File: src/rtl/decoder_2to4_sync.sv
// decoder_2to4_sync: 2:4 one-hot decoder that holds each word on Y for HOLD_CYC cycles.
// Optional per-code saturating hit counters under DECODER_HIT_CNT_EN.
module decoder_2to4_sync #(
    parameter int HOLD_CYC = 4
) (
    input  logic       clk,
    input  logic       rst,
    input  logic       in_valid,
    output logic       in_ready,
    input  logic [1:0] code,
    output logic [3:0] Y,
    output logic       y_valid,
    output logic       busy
`ifdef DECODER_HIT_CNT_EN
    ,
    output logic [31:0] hit_cnt
`endif
);
    typedef enum logic {IDLE, HOLD} state_t;
    state_t     r_state;
    logic [7:0] r_cnt;
    logic [3:0] r_y;
    logic       r_busy;
    logic       w_accept;
    assign in_ready = (r_state == IDLE);
    assign w_accept = in_valid & in_ready;
    assign Y        = r_y;
    assign y_valid  = r_busy;
    assign busy     = r_busy;
    // r_cnt counts the remaining hold cycles after the current one
    always_ff @(posedge clk) begin
        if (rst) begin
            r_state <= IDLE;
            r_y     <= 4'b0000;
            r_busy  <= 1'b0;
            r_cnt   <= 8'd0;
        end else if (r_state == IDLE) begin
            if (w_accept) begin
                r_state <= HOLD;
                r_y     <= 4'b0001 << code;
                r_busy  <= 1'b1;
                r_cnt   <= 8'(HOLD_CYC - 1);
            end
        end else if (r_cnt == 8'd0) begin
            r_state <= IDLE;
            r_y     <= 4'b0000;
            r_busy  <= 1'b0;
        end else begin
            r_cnt <= r_cnt - 8'd1;
        end
    end
`ifdef DECODER_HIT_CNT_EN
    logic [7:0] r_hit [4];
    always_ff @(posedge clk) begin
        if (rst) begin
            for (int i = 0; i < 4; i++) r_hit[i] <= 8'd0;
        end else if (w_accept && r_hit[code] != 8'hFF) begin
            r_hit[code] <= r_hit[code] + 8'd1;
        end
    end
    assign hit_cnt = {r_hit[3], r_hit[2], r_hit[1], r_hit[0]};
`endif
endmodule

File: config.mk
export PLATFORM = sky130hd
export DESIGN_NAME = decoder_2to4_sync
export DESIGN_NICKNAME = d
export VERILOG_FILES = /design/src/rtl/decoder_2to4_sync.sv
export SDC_FILE = /design/constraint.sdc
export NUM_CORES = 1
export LEC_CHECK = 0
export CAP_MARGIN = 30
export CORE_MARGIN = 5
export CORE_UTILIZATION = 44
export CTS_CLUSTER_SIZE = 14
export DETAILED_ROUTE_END_ITERATION = 8
export PLACE_DENSITY_LB_ADDON = 0.12
export SLEW_MARGIN = 0
export SYNTH_ARGS = -nofsm -noshare
export SYNTH_HDL_FRONTEND = slang
export SYNTH_SLANG_ARGS = --single-unit
File: constraint.sdc
create_clock -name clk -period 1.4 [get_ports clk]
set_input_delay 0.21 -clock clk [delete_from_list [all_inputs] [get_ports clk]]
set_output_delay 0.21 -clock clk [all_outputs]
set_load 0.005 [all_outputs]
# --- Word-level counts from Yosys, hierarchy flattened ---
# Cells that the tools add are included.
totals:
  in_bits: 5
  wordCells: 26
  regBits: 14
  out_inout_bits: 7
op_classes:
  reduce_logical: 4
  shifts: 1
  bitwise: 2
  n_mux: 12
  add_sub_neg: 1
  eq_ne: 2
op_table:
  columns: ["op", "n"]
  rows:
  - ["$mux W8", 3]
  - ["$mux W4", 3]
  - ["$logic_not A8 Y1", 1]
  - ["$sub A8 B1 Y8 const B", 1]
  - ["$mux W1", 6]
  - ["$reduce_and A2 Y1", 2]
  - ["$shl A1 B2 Y4 const A", 1]
  - ["$ne A2 B1 Y1 const B", 1]
  - ["$ne A2 B2 Y1 const B", 1]
  - ["$reduce_bool A2 Y1", 1]
  - ["$and A1 B1 Y1", 1]
  - ["$not A1 Y1", 1]

# --- Depth between registers and ports, before layout ---
# Gate-level depths: netlist of run 1.
logic_depth:
  word_depth: 4
  ltp_mapped: 5
  mapped_depth_nobuf: 5

# --- Worst setup path before layout of run 1 ---
# Ideal clock, no wire load.
synth_timing:
  path_type: "reg2reg"
  from: "register r_cnt[0]"
  to: "register r_y[0] (netlist: Y[0])"
  path_slack_ps: -87
  path_stages_with_launch: 6
  synth_period_minus_slack_ps: 1487
  t_required_ps: 1283
  setup_ps: 117
  path_buffers: 0
  arrival_time_ps: 1370
  cell_sequence: "dfxtp_1 inv_1 ha_1 nor4b_2 a311oi_1 a22o_1"
synth_between:
  elab_chain_len: 3
synth_rtl:
  columns: ["element", "line", "source"]
  rows:
  - ["start: declaration", "21", "logic [7:0] r_cnt;"]
  - ["start signal: assignment", "42", "r_cnt <= 8'(HOLD_CYC - 1);"]
  - ["start signal: assignment", "49", "r_cnt <= r_cnt - 8'd1;"]
  - ["$logic_not A8 Y1", "44", "end else if (r_cnt == 8'd0) begin"]
  - ["$ne A2 B1 Y1 (no source line)", null, null]
  - ["$reduce_and A2 Y1 (no source line)", null, null]
  - ["end signal: assignment", "40", "r_y <= 4'b0001 << code;"]
  - ["end: declaration", "22", "logic [3:0] r_y;"]
# Every way passes these cells.
# A chain may end at the register's enable or synchronous reset.

# --- Final worst setup path of run 1 ---
layout_timing:
  from: "register r_cnt[0]"
  to: "register r_cnt[3]"
layout_between:
  elab_chain_len: 3
  word_cells_on_any_way: 6
  cone_classes: "1 x add/sub; 1 x eq/ne; 2 x mux; 2 x reduce/logical"
layout_rtl:
  columns: ["element", "line"]
  rows:
  - ["$sub A8 B1 Y8 / $logic_not A8 Y1 (equally long branches)", "49, 44"]
  - ["$mux W8 / $ne A2 B2 Y1 (equally long branches)", null]
  - ["$mux W8 / $reduce_and A2 Y1 (equally long branches)", null]
# Parallel ways exist; a longest one is shown, timed or not. The select of a mux whose other input is x is not followed.

==> metrics.yaml, run 1 <==
finalHoldViolations: 0
postSynthAreaPerCell_um2: 9.05
arrival_ns: 1.59
final.setup_skew_ns: 0.00629
tritoncts: "built"
core.rowCount: 14
ios: 12
crit_path_top_delay_cell: "or4b_4"
cap_violations: 0
layout-drive-gt1-share_pct: 34.6
fin_area_um2: 1000
postRouteAntennaNets: 0
fmax_mhz: 725
start_util_pct: 46.3
syn_nets: 83
ir_drop_mv: 0.828
grt_pass1_vias: 676
die_y_um: 49.8
dr.pass1.iters: 6
syn_to_final_growth_pct: 43.8
ys_ff_latch: 14
setup_tns_ns: 0
coreArea_um2: 1510
grt_pass1_wl_mm: 2.82
numCtsBuffers: 3
port_buffers: 11
status: "finished, final reports clean"
max_stage_delay_ns: 0.58
synth_warnings: 0
cts_max_level: 1
r2r-start: "r_cnt[0]"
synth_top_cell_by_area: "dfxtp_1"
synth_area_um2: 697
cts.sinks: 14
hpwl_mm: 1.24
detailroute.via_count: 654
worst_pin_slew_ns: 0.348
fin_total_pwr_mw: 1.11
wire_per_inst_um: 13.4
ys_top_cells_by_area: "dfxtp_1 40%, inv_1 4.3%, nor2_1 3.8%"
vias_per_cell: 5.45
holdCritPathClass: "flip-flop to flip-flop"
critPathRequiredTime_ns: 1.61
synth.distinct_cells: 34
fin_ws_ns: 0.0205
setup-violations-final: 0
gp_congestion: 0.820
grt_setup_unrepaired: "yes"
drv_slew: 0
yosysTopAreaCellShare_pct: 40.2
postPlaceCellArea_um2: 933
grt_overflow: 0
synth_top_cells_by_count: "14 x dfxtp_1, 8 x inv_1, 7 x nor2_1"
power.density_nw_per_um2: 1110
drcViolationCount: 0
dieArea_um2: 2480
finalCriticalPeriod_ns: 1.38
start_kind: "flip-flop"
path_class: "flip-flop to flip-flop"
power_leakage_nw: 0.403
finalCritPeriodShare_pct: 98.5
synth_most_common_cell: "dfxtp_1"
nNetsFinal: 111
ys_async_sr_fraction_pct: 0
synth_edf_count: 0
holdCritStartpoint: "busy"
diodes: 0
ys_seq_area_share_pct: 40.2
clkLatencyLatePin_ns: 0.27
antenna_found_initial: 0
first_iter_violations: 16
die_w_um: 49.8
endpoint_kind: "flip-flop"
hold_ws_ns: 0.473
critical_path_peak_fanout: 4
grt_util_all_layers_pct: 14.2
setup.worst_path.start: "r_cnt[0]"
max-slew-margin-rel_pct: 76.8
synthFlopType: "dfxtp_1"
cts-root-buf: "clkbuf_4"
path_clk_slew_ns: 0.09
grt_max_degree: 11
drt-total-wl_mm: 1.61
clockBufferDepth: 2
dp_slack_ns: -0.109
synth_cells: 77
worstPathCellList: "or4b_4, a311o_1, a21oi_2"
==> cell families (layout without fill, tap and decap cells) <==
group	after synthesis	in the layout	synth area share (%)
AND/OR/NAND/NOR	28	28	24.4
AO/OA/AOI/OAI	21	21	24.1
multiplexers	2	2	2.87
buffers and inverters	11	38	6.64
flip-flops	14	14	40.2
adder cells (fa/ha/maj)	1	1	1.80
==> power by group <==
group          internal, mW  switching [mW]  total, mW
registers             0.434          0.0312      0.465
clock network         0.158           0.129      0.287
logic                 0.196           0.159      0.355
total                 0.788           0.319       1.11
==> sequential cells by signal (all words and copies together) (netlist names) <==
register / cells
r_cnt: 8
busy: 1
r_state: 1
Y: 4
==> layer usage <==
layer  global-route usage [%]  up-vias  wire, µm
li1                         -      340         -
met1                     17.4      305       757
met2                     23.9        7       795
met3                     2.41        2        38
met4                     6.11        0        15
met5                        0        -         0
==> worst max-delay path, delay by kind of cell (launching register included) <==
family          cells  cell delay [ns]
compound gates      2             0.41
flops               1             0.34
simple gates        1             0.58
==> through the flow <==
step	utilization [%]	std cells
2_1_floorplan	-	77
3_3_place_gp	62.0	115
3_5_place_dp	62.0	115
4_1_cts	65.7	120
5_1_grt	66.5	120
6_report	66.5	120
==> layout make-up <==
cell class,instances,area [µm²]
repair buffers,26,221
fillers,140,504
clock buffers,4,36.3
multi-input cells,52,408
well taps,16,20.0
flip-flops and latches,14,287
inverters,8,30.0
==> placed cells by master (no fill, tap or decap), drive strengths merged <==
cell type and instances:
a211o 2, a211oi 2, a21o 2, a21oi 3, a22o 2, a311o 1, a311oi 1, a31oi 1
a32o 2, and4bb 1, buf 15, clkbuf 4, clkdlybuf4s50 10, dfxtp 14, dlygate4sd2 1, ha 1
inv 8, mux2i 2, nand2 3, nand2b 3, nand3 2, nand3b 1, nor2 7, nor2b 1
nor3 5, nor4b 1, o211ai 1, o21a 1, o21ai 1, o221a 1, o31ai 1, or3 3
or4b 1
==> repair_timing <==
action | CTS | global route
pin swaps | 4 | 4
resized for setup | 7 | 4
setup buffers | 1 | 0
hold buffers | 0 | 0
setup endpoints to repair | 9 | 12
==> final timing paths <==
kind / to / slack, ns / cells past startpoint
worst max register to register: r_cnt[3] / 0.02 / 3
worst min register to register: busy / 0.47 / 1
worst max-delay path: r_cnt[3] / 0.02 / 3
worst min-delay path: busy / 0.47 / 1
No activity file was read; power rests on OpenSTA's default activity.
==> inputs of run 2 (changes only) <==
--- a/config.mk
+++ b/config.mk
@@ -6,6 +6,7 @@
 export NUM_CORES = 1
 export LEC_CHECK = 0
 export CAP_MARGIN = 30
+export CORE_ASPECT_RATIO = 1.2
 export CORE_MARGIN = 5
 export CORE_UTILIZATION = 44
 export CTS_CLUSTER_SIZE = 14
==> metrics.yaml, run 2 (synthesized netlist as in run 1, its figures left out) <==
fin_ws_ns: 0.00275
grt_util_all_layers_pct: 15.8
cts-root-buf: "clkbuf_4"
max_stage_delay_ns: 0.35
setup_tns_ns: 0
dp_slack_ns: -0.119
cap_violations: 0
largest_reg_flops: 8
grt_max_degree: 11
cts_max_level: 1
start_util_pct: 47.6
fmax_mhz: 716
crit_family: "compound AO/OA/AOI/OAI gates"
critPathRequiredTime_ns: 1.56
wire_per_inst_um: 13.0
antenna_found_initial: 0
coreArea_um2: 1460
postPlaceCellArea_um2: 950
finalCritPeriodShare_pct: 99.8
ir_drop_mv: 0.587
detailroute.via_count: 683
max-slew-margin-rel_pct: 77.6
core.rowCount: 15
clockBufferDepth: 2
worst_pin_slew_ns: 0.336
vias_per_cell: 5.51
setup.worst_path.start: "r_cnt[0]"
postRouteAntennaNets: 0
fin_total_pwr_mw: 1.08
syn_to_final_growth_pct: 48.8
final.setup_skew_ns: 0.00602
path_clk_slew_ns: 0.07
die_y_um: 53.6
start_kind: "flip-flop"
gp_congestion: 0.798
finalNonFillerCells: 124
hold_ws_ns: 0.468
arrival_ns: 1.56
tritoncts: "built"
setup-violations-final: 0
die_w_um: 46.3
drv_slew: 0
layout_commonest_cell: "buf_4"
postCtsHoldBufs: 0
port_buffers: 11
endpoint_kind: "flip-flop"
grt_pass1_vias: 659
path_class: "flip-flop to flip-flop"
finalHoldViolations: 0
holdCritStartpoint: "busy"
ios: 12
critical_path_peak_fanout: 4
grt_pass1_wl_mm: 2.76
worstPathCellList: "inv_2, ha_4, nor4b_4, buf_4, a21o_1, o221a_2"
holdCritPathClass: "flip-flop to flip-flop"
hpwl_mm: 1.20
cts.sinks: 14
power_leakage_nw: 0.419
crit_path_top_delay_cell: "dfxtp_2"
final_util_pct: 70.9
drt-total-wl_mm: 1.62
fin_area_um2: 1040
first_iter_violations: 10
dieArea_um2: 2480
dr.pass1.iters: 4
nNetsFinal: 115
path_buf_inv: 2
layout-drive-gt1-share_pct: 37.4
power.density_nw_per_um2: 1040
diodes: 0
dp_cells: 118
numCtsBuffers: 3
status: "finished, final reports clean"
layout_common_cells: "18 x buf_4, 11 x dfxtp_1, 10 x clkdlybuf4s50_1"
grt_setup_unrepaired: "yes"
finalCriticalPeriod_ns: 1.40
grt_overflow: 0
largest_register: "r_cnt"
r2r-start: "r_cnt[0]"
clkLatencyLatePin_ns: 0.27
drcViolationCount: 0
## run 2: cell type report
| type | instances | area [µm²] |
|---|---|---|
| Fill cell | 115 | 427 |
| Multi-Input combinational cell | 52 | 424 |
| Sequential cell | 14 | 284 |
| Timing Repair Buffer | 30 | 255 |
| Inverter | 8 | 30.0 |
| Clock buffer | 3 | 22.5 |
| Tap cell | 17 | 21.3 |
## run 2: layer usage
layer / global-route usage [%] / wire length [µm]
met5: 0 / 0
met3: 3.68 / 72
met2: 26.4 / 812
met1: 18.0 / 716
met4: 9.00 / 13
## run 2: final timing paths
path	to	slack (ns)	cells past startpoint
max reg2reg	r_cnt[1]	0.003	6
min reg2reg	busy	0.47	1
max	r_cnt[1]	0.003	6
min	busy	0.47	1
## run 2: power by group
part	internal [mW]	switching, mW	leakage, nW
registers	0.434	0.0309	0.115
clock network	0.0995	0.120	0.0138
logic	0.223	0.172	0.289
## run 2: timing repair
item                       4_1_cts  5_1_grt
pin swaps                        3        6
hold endpoints to repair         0        0
gates resized for setup          6        7
setup endpoints to repair        8       10
setup buffers                    2        1
